**config.mk**
```make
export PLATFORM = sky130hd
export DESIGN_NAME = display_scan_controller
export DESIGN_NICKNAME = d
export VERILOG_FILES = /design/src/rtl/display_pkg.sv /design/src/rtl/scan_timer.sv /design/src/rtl/display_scan_controller.sv
export SDC_FILE = /design/constraint.sdc
export NUM_CORES = 1
export LEC_CHECK = 0
export ABC_AREA = 1
export CAP_MARGIN = 20
export CORE_MARGIN = 2
export CORE_UTILIZATION = 30
export DETAILED_ROUTE_END_ITERATION = 8
export SLEW_MARGIN = 40
export SYNTH_ARGS = -nofsm -noshare
export SYNTH_HDL_FRONTEND = slang
export SYNTH_HIERARCHICAL = 1
export SYNTH_SLANG_ARGS = --single-unit
```
**constraint.sdc**
```tcl
create_clock -name i_clk -period 3.7 [get_ports i_clk]
set_clock_uncertainty 0.15 [all_clocks]
set_input_delay 0.74 -clock i_clk [delete_from_list [all_inputs] [get_ports i_clk]]
set_output_delay 0.74 -clock i_clk [all_outputs]
set_load 0.005 [all_outputs]
```
**src/rtl/display_pkg.sv**
```systemverilog
// display_pkg: shared code constants, scan FSM states and the input code sanitiser
//   CODE_W=7, CODE_ZERO=10 ('0' glyph), CODE_DASH=11, CODE_MAX=11
//   scan_state_t {IDLE, DWELL, GAP}
//   sanitize(): maps codes outside 1..CODE_MAX to a dash
package display_pkg;
  localparam int CODE_W = 7;
  localparam logic [CODE_W-1:0] CODE_ZERO = 7'd10;
  localparam logic [CODE_W-1:0] CODE_DASH = 7'd11;
  localparam logic [CODE_W-1:0] CODE_MAX = 7'd11;
  typedef enum logic [1:0] {IDLE, DWELL, GAP} scan_state_t;
  function automatic logic [CODE_W-1:0] sanitize(input logic [CODE_W-1:0] c);
    return (c == '0 || c > CODE_MAX) ? CODE_DASH : c;
  endfunction
endpackage

```
**src/rtl/scan_timer.sv**
```systemverilog
// scan_timer: loadable down-counter shared by dwell and gap timing
//   i_clk, i_rst_n (sync, active low)
//   i_load / i_value : reload the count (takes priority over counting)
//   o_tc             : high while the count sits at zero (terminal count)
module scan_timer #(
  parameter int W = 4
) (
  input  logic         i_clk,
  input  logic         i_rst_n,
  input  logic         i_load,
  input  logic [W-1:0] i_value,
  output logic         o_tc
);
  logic [W-1:0] r_cnt;
  always_ff @(posedge i_clk)
    if (!i_rst_n) r_cnt <= '0;
    else if (i_load) r_cnt <= i_value;
    else if (r_cnt != '0) r_cnt <= r_cnt - W'(1);
  assign o_tc = (r_cnt == '0);
endmodule

```
**src/rtl/display_scan_controller.sv**
```systemverilog
// display_scan_controller: multiplexes one 7-segment decoder across NUM_DIGITS digits
//   i_clk, i_rst_n (sync, active low), i_enable (0 forces IDLE)
//   i_load_valid/o_load_ready/i_load_codes : code set handshake, committed at frame boundaries
//   i_blank_mask : live per-digit dark mask during dwell
//   o_digit_code, o_digit_en_n (active low), o_scan_idx, o_frame_start : registered scan outputs
module display_scan_controller
  import display_pkg::*;
#(
  parameter int NUM_DIGITS   = 4,
  parameter int DWELL_CYCLES = 50000,
  parameter int BLANK_CYCLES = 500
) (
  input  logic                           i_clk,
  input  logic                           i_rst_n,
  input  logic                           i_enable,
  input  logic                           i_load_valid,
  output logic                           o_load_ready,
  input  logic [CODE_W*NUM_DIGITS-1:0]   i_load_codes,
  input  logic [NUM_DIGITS-1:0]          i_blank_mask,
  output logic [CODE_W-1:0]              o_digit_code,
  output logic [NUM_DIGITS-1:0]          o_digit_en_n,
  output logic [$clog2(NUM_DIGITS)-1:0]  o_scan_idx,
  output logic                           o_frame_start
);
  localparam int IW = $clog2(NUM_DIGITS);
  localparam int CW = $clog2((DWELL_CYCLES > BLANK_CYCLES ? DWELL_CYCLES : BLANK_CYCLES) + 1);
  localparam logic [CW-1:0] DWELL_LD = CW'(DWELL_CYCLES - 1);
  localparam logic [CW-1:0] GAP_LD = CW'((BLANK_CYCLES > 0 ? BLANK_CYCLES : 1) - 1);
  scan_state_t r_state, w_state;
  logic [IW-1:0] r_idx, w_idx;
  logic [CODE_W-1:0] r_bank [NUM_DIGITS];
  logic [CODE_W-1:0] r_pend [NUM_DIGITS];
  logic r_pend_full, r_frame_start;
  logic [CODE_W-1:0] r_code, w_code;
  logic [NUM_DIGITS-1:0] r_en_n, w_en_n;
  logic w_tc, w_wrap, w_commit, w_accept, w_load;
  scan_timer #(.W(CW)) u_timer (
    .i_clk   (i_clk),
    .i_rst_n (i_rst_n),
    .i_load  (w_load),
    .i_value (w_state == GAP ? GAP_LD : DWELL_LD),
    .o_tc    (w_tc)
  );
  always_comb begin
    w_state = r_state;
    w_idx = r_idx;
    w_wrap = 1'b0;
    if (!i_enable) begin
      w_state = IDLE;
      w_idx = '0;
    end else if (r_state == IDLE) begin
      w_state = DWELL;
      w_idx = '0;
    end else if (w_tc && r_state == GAP) begin
      w_state = DWELL;
    end else if (w_tc) begin
      w_state = BLANK_CYCLES == 0 ? DWELL : GAP;
      w_wrap = (r_idx == IW'(NUM_DIGITS - 1));
      w_idx = w_wrap ? '0 : r_idx + IW'(1);
    end
    // IDLE keeps the timer primed so every state entry starts from a fresh reload
    w_load = (r_state == IDLE) || w_tc;
    w_commit = r_pend_full && (w_wrap || r_state == IDLE);
    w_accept = i_load_valid && !r_pend_full;
    // on a commit edge the outgoing code must already come from the new bank
    w_code = w_commit ? r_pend[w_idx] : r_bank[w_idx];
    w_en_n = '1;
    if (w_state == DWELL) w_en_n[w_idx] = i_blank_mask[w_idx];
  end
  always_ff @(posedge i_clk)
    if (!i_rst_n) begin
      r_state <= IDLE;
      r_idx <= '0;
      r_code <= CODE_ZERO;
      r_en_n <= '1;
      r_frame_start <= 1'b0;
      r_pend_full <= 1'b0;
      for (int i = 0; i < NUM_DIGITS; i++) r_bank[i] <= CODE_ZERO;
    end else begin
      r_state <= w_state;
      r_idx <= w_idx;
      r_code <= w_code;
      r_en_n <= w_en_n;
      r_frame_start <= w_state == DWELL && w_idx == '0 && (r_state != DWELL || r_idx != '0);
      if (w_commit) begin
        r_bank <= r_pend;
        r_pend_full <= 1'b0;
      end else if (w_accept) begin
        r_pend_full <= 1'b1;
        for (int i = 0; i < NUM_DIGITS; i++) r_pend[i] <= sanitize(i_load_codes[CODE_W*i +: CODE_W]);
      end
    end
  assign o_load_ready = !r_pend_full;
  assign o_digit_code = r_code;
  assign o_digit_en_n = r_en_n;
  assign o_scan_idx = r_idx;
  assign o_frame_start = r_frame_start;
endmodule

```
==> results.toml, run 1 <==
[clock_network]
post_cts_resized = 0
post_cts_hold_buffer_count = 0
clockRootBuffer = "clkbuf_16"
clock_tree.buffer_depth = 2
cts.sink_count = 89
numCtsBuffers = 9
htreeDepth = 3
clk-insertion-delay-late_ns = 0.33
cts_setup_buffers = 0
cts_tree = "yes"
clk_pin_slew_worst_paths_ns = 0.07

[global_route]
grt_usage_pct = 13.2
number_of_antenna_violations_at_the_first_check_in_global_routing = 0
first_global_vias = 3405
grt_max_degree = 37
grt-ovfl-total = 0
grt_first_pass_wirelength_mm = 15.5

[sta]
worst_slew_pin_slew_ns = 0.619
worst_slack_ns = 0.772
max_freq_mhz = 342
final-max-slew-violation-count = 0
setup_viol = 0
hold_viol_final = 0
setup_tns_ns = 0
rsz_0062_raised_after_global_routing = "no"
final_period_minus_worst_setup_slack_ns = 2.93
layout_worst_path_cycle_share_pct = 79.1
slew-limit-headroom_pct = 58.7

[critical_path]
worst-endpoint-required_ns = 3.74
worst-path-buf-inv = 2
top_delay_family_on_crit_path = "simple AND/OR/NAND/NOR gates"
cp-start-kind = "register"
path_max_fanout = 11
end_kind = "register"
cp_data_arrival_time_ns = 2.97
timing_worst_setup_path_type = "register to register"
critPathMostFrequentCell = "nand3_1"
crit_path_top_delay_cell = "nand3_1"
cpPeakStageDelay_ns = 0.35
critical_path.cell_chain = "inv_1 -> ha_1 -> nand2_4 -> nor2_8 -> nand4_4 -> inv_1 -> nand2_4 -> nand3_1 -> nand3_1 -> nand2_1 -> nor2_1 -> a21oi_1 -> nand3_1"

[placed_design]
global_placer_s_final_weighted_congestion = 0.867
placement.io_buffers = 50
post-place-ws_ns = 0.751
detailed_place_hpwl_mm = 6.86

[logic_synthesis]
mappedNetlistArea_mm2 = 0.00415
synth.yosys.warnings = 6
postSynthCellCount = 513
postSynthRegisterBits = 89
dominantRegCellSynth = "dfxtp_1"
synthesis.area_per_instance_um2 = 8.09
synth_edf_count = 28
postSynth.asyncResetShare_pct = 0
synth_seq_area_share_pct = 49.7
post_synth_num_cell_types = 37

[die]
placement_rows = 42
die_area_mm2 = 0.0148
top_level_ports = 51
starting_density_of_the_core_pct = 31.1
fp.dieH_um = 122
floorplan.core_area_mm2 = 0.0133
die_w_um = 122

[cells_and_area]
n_antenna_cell = 0
nets = 622
layout-drive-gt1-share_pct = 8.33
finish.utilization_pct = 38.9
fillerInstances = 1377
growth_of_design_area_from_synthesis_to_finish_pct = 25.2
layout.area.seq_mm2 = 0.00206
total_area_of_multi_input_combinational_cells_mm2 = 0.00184

[detailed_routing]
drt_first_pass_iters = 4
post_drt_wl_per_cell_um = 11.9
drt_drc = 0
first_iter_violations = 193
route.final.wire_length_mm = 9.07
via_count = 3431
final_antenna_net_count = 0
detail_route.vias_per_cell = 4.49

[pwr]
cellPowerDensity_mw_per_mm2 = 427
power.switching_fraction_pct = 25.6
share_clk_of_total_power_pct = 39.8
p_comb_share_pct = 11.3
power_frac_seq_pct = 48.9
vdd_drop_max_mv = 0.195
cell_internal_pwr_mw = 1.65
fin_total_pwr_mw = 2.22
leakage_nw = 2.27
switchingPower_mw = 0.568

[run]
maxCapViolations = 0

[worst_hold_path]
hold_class = "register to register"

[run_status]
run_status = "completed"
## placed cells by master (no fill, tap or decap), types with 6 or more instances in the layout
master	instances
nand2_1	134
inv_1	62
dfxtp_1	61
nor2_1	60
nand3_1	53
clkdlybuf4s50_1	50
edfxtp_1	28
conb_1	20
nand4_1	19
a21oi_1	12
o21ai_0	10
clkbuf_16	9
o22a_1	6
## registers in the layout, summed over array words and instances (netlist names)
register       flops
r_bank            28
r_pend            28
u_timer/r_cnt     16
o_digit_code       7
o_digit_en_n       4
o_scan_idx         2
r_state            2
o_frame_start      1
r_pend_full        1
## cells in the mapped netlist (4+ instances only)
cell type,instances,area [um2]
nand3_1,53,265
inv_1,62,233
xnor2_1,4,35.0
nand3_2,4,40.0
o21ai_0,10,50.1
nand4_1,19,119
a21oi_1,12,60.1
nor2_1,60,225
nor4_1,4,25.0
nor2_4,4,45.0
dfxtp_1,61,1220
nor3_1,5,25.0
nand2_4,4,45.0
nand2_1,134,503
edfxtp_1,28,841
o22a_1,6,52.6
clkbuf_1,6,22.5
## power groups by stage
stage / Clock, mW / Combinational (mW) / Sequential (mW)
after CTS: 0.909 / 0.253 / 1.08
after detailed placement: 0 / 0.252 / 1.11
final: 0.882 / 0.251 / 1.08
after global routing: 0.948 / 0.284 / 1.09
after floorplan: 0 / 0.168 / 1.09
after global placement: 0 / 0.247 / 1.10
## tightest hold or removal path, cell delays in order (launching register included)
cell	delay, ns
edfxtp_1	0.34
nand2_1	0.05
nand2_1	0.04
## worst paths after layout
check                   start              end  slack [ns]  cells after the start
max          u_timer/r_cnt[0]  o_digit_en_n[0]        0.77                     13
min                r_pend[20]       r_bank[20]        0.31                      2
max reg2reg  u_timer/r_cnt[0]  o_digit_en_n[0]        0.77                     13
min reg2reg        r_pend[20]       r_bank[20]        0.31                      2
## metal layers
layer	up-vias	routed length (um)	GRT usage, %
met2	66	4510	23.2
met3	2	442	3.23
li1	1798	-	-
met5	-	0	0
met1	1565	4080	16.0
met4	0	37	3.59
## per-stage QoR
step,cell area [um2],hold WS (ns),instances
finish,5190,0.308,764
global route,5190,0.329,764
CTS,5190,0.306,764
detailed placement,4900,0.295,748
global placement,4900,0.273,748
floorplan,4220,0.262,531
## cells by family (layout without fill, tap and decap cells)
kind of cell / Yosys count / after routing / synth area share [%]
AND/OR/NAND/NOR: 300 / 300 / 34.8
flip-flops: 89 / 89 / 49.7
buffers and inverters: 78 / 135 / 7.66
AO/OA/AOI/OAI: 35 / 35 / 5.43
XOR/XNOR: 6 / 6 / 1.27
adder cells (fa/ha/maj): 3 / 3 / 0.905
other: 2 / 20 / 0.181
## cell type report
type / instances / area share (%)
Clock inverter: 6 / 1.06
Clock buffer: 10 / 4.60
Timing Repair Buffer: 54 / 10.2
Tap cell: 176 / 4.24
Inverter: 65 / 4.70
Multi-Input combinational cell: 364 / 35.5
Sequential cell: 89 / 39.7
Power figures use the tool's default switching activity.
==> inputs of run 2 (changes only) <==
- clock period: 3.7 -> 2.35 ns (I/O delays scaled with it)
==> results.toml, run 2 (same netlist as run 1, synthesis figures left out) <==
[die]
top_level_ports = 51
starting_density_of_the_core_pct = 31.1
die_area_mm2 = 0.0148
die_w_um = 122
placement_rows = 42
fp.dieH_um = 122
floorplan.core_area_mm2 = 0.0133

[global_route]
first_global_vias = 3433
groute.layer.met1.usage_pct = 16.5
grt_first_pass_wirelength_mm = 16.0
grt_most_used_layer = "met2"
number_of_antenna_violations_at_the_first_check_in_global_routing = 0
grt-ovfl-total = 0
grt_max_degree = 37
globalRouteMet2Util_pct = 24.2
gr-usage-met3_pct = 4.03
grt_usage_pct = 13.7

[critical_path]
path_max_fanout = 12
worst-path-buf-inv = 3
cpPeakStageDelay_ns = 0.31
cp.depth = 14
cp_data_arrival_time_ns = 2.26
critPathMostFrequentCell = "nand2_4"
reg2reg_setup_slack_ns = 0.14
end_kind = "register"
top_delay_family_on_crit_path = "simple AND/OR/NAND/NOR gates"
timing_worst_setup_path_type = "register to register"
cp-start-kind = "register"
worst-endpoint-required_ns = 2.40
crit_path_top_delay_cell = "dfxtp_1"
critical_path.cell_chain = "inv_1 -> ha_2 -> nand2_4 -> nor2_8 -> nand4_4 -> inv_2 -> nand2_4 -> o21ai_4 -> nand2_4 -> buf_12 -> nand3_1 -> nand2_1 -> nand2_1 -> nand4_1"
rr_worst_depth = 14

[clock_network]
clk_pin_slew_worst_paths_ns = 0.07
cts.sink_count = 89
numCtsBuffers = 9
htreeDepth = 3
cts_tree = "yes"
clock_tree.buffer_depth = 2
clockRootBuffer = "clkbuf_16"
clk-insertion-delay-late_ns = 0.34
post_cts_hold_buffer_count = 0

[detailed_routing]
drt_drc = 0
via_count = 3537
final_antenna_net_count = 0
route.final.wire_length_mm = 9.42
detail_route.vias_per_cell = 4.50
drt_first_pass_iters = 5
first_iter_violations = 288
post_drt_wl_per_cell_um = 12.0

[sta]
worst_slew_pin_slew_ns = 0.513
final_period_minus_worst_setup_slack_ns = 2.21
worst_slack_ns = 0.140
final-max-slew-violation-count = 0
rsz_0062_raised_after_global_routing = "no"
max_freq_mhz = 453
setup_tns_ns = 0
layout_worst_path_cycle_share_pct = 94.0
fin_worst_hold_slack_ns = 0.302
hold_viol_final = 0
slew-limit-headroom_pct = 65.7
setup_viol = 0

[cells_and_area]
total_area_of_multi_input_combinational_cells_mm2 = 0.00187
biggestRegsByFlops = "r_bank x28, r_pend x28, u_timer/r_cnt x16"
nets = 644
most_used_cells_in_the_layout_excluding_fill_and_tap_cells = "nand2_1 (132), dfxtp_1 (61), inv_1 (60)"
fillerInstances = 1350
n_antenna_cell = 0
layout.area.seq_mm2 = 0.00206
layout-drive-gt1-share_pct = 12.8
growth_of_design_area_from_synthesis_to_finish_pct = 30.5
layout.cells.most_common = "nand2_1"

[placed_design]
global_placer_s_final_weighted_congestion = 0.879
placement.io_buffers = 50
post-place-ws_ns = -0.0596
detailed_place_hpwl_mm = 6.89

[run]
maxCapViolations = 0

[pwr]
vdd_drop_max_mv = 0.372
cellPowerDensity_mw_per_mm2 = 646
leakage_nw = 2.38

[run_status]
run_status = "completed"

[worst_hold_path]
hold_class = "register to register"
worstHoldPathCells = 2
[run 2: cell count changes in the layout (fill, tap and decap cells not counted), sizes merged]
| cell | previous run | this run |
|---|---|---|
| clkinv | 1 | 2 |
| inv | 70 | 68 |
| buf | 4 | 26 |
| clkbuf | 10 | 11 |
[run 2: worst paths after layout]
| kind | start | end |
|---|---|---|
| hold / removal | r_pend[20] | r_bank[20] |
| setup / recovery | u_timer/r_cnt[0] | o_digit_code[0] |
| hold reg to reg | r_pend[20] | r_bank[20] |
| setup reg to reg | u_timer/r_cnt[0] | o_digit_code[0] |
[run 2: timing repair]
item                                    CTS  global route
resized for setup                         1             8
hold endpoints to repair                  0             0
pin swaps                                 0             2
endpoints found under the setup margin    2            24
buffers inserted                          2             3
[run 2: where the power goes]
| group | switching [mW] | total, mW | leakage, nW | internal, mW |
|---|---|---|---|---|
| Sequential | 0.0394 | 1.70 | 0.748 | 1.66 |
| Clock | 0.598 | 1.35 | 0.141 | 0.753 |
| Combinational | 0.246 | 0.444 | 1.50 | 0.198 |
[run 2: layout make-up]
type | instances | area share, %
clock inverters | 5 | 0.671
flip-flops and latches | 89 | 38.1
clock buffers | 11 | 4.49
multi-input cells | 364 | 34.6
well taps | 176 | 4.07
inverters | 65 | 4.51
repair buffers | 76 | 13.5
[run 2: metrics by stage]
step	utilization [%]	power, mW	cells	instance area (um2)
5_1_grt	40.5	3.65	786	5410
3_3_place_gp	38.0	2.16	765	5070
2_1_floorplan	-	1.99	531	4230
3_5_place_dp	38.0	2.17	765	5070
4_1_cts	40.2	3.53	783	5370
6_report	40.5	3.49	786	5410
[run 2: layer usage]
layer	vias up	routed length (um)
li1	1834	-
met1	1609	4210
met2	86	4640
met3	8	467
met4	0	109
met5	-	0
[run 2: tightest hold or removal path, stage by stage, from the launching register on]
cell and delay [ns]:
edfxtp_1 0.33, nand2_1 0.05, nand2_1 0.04
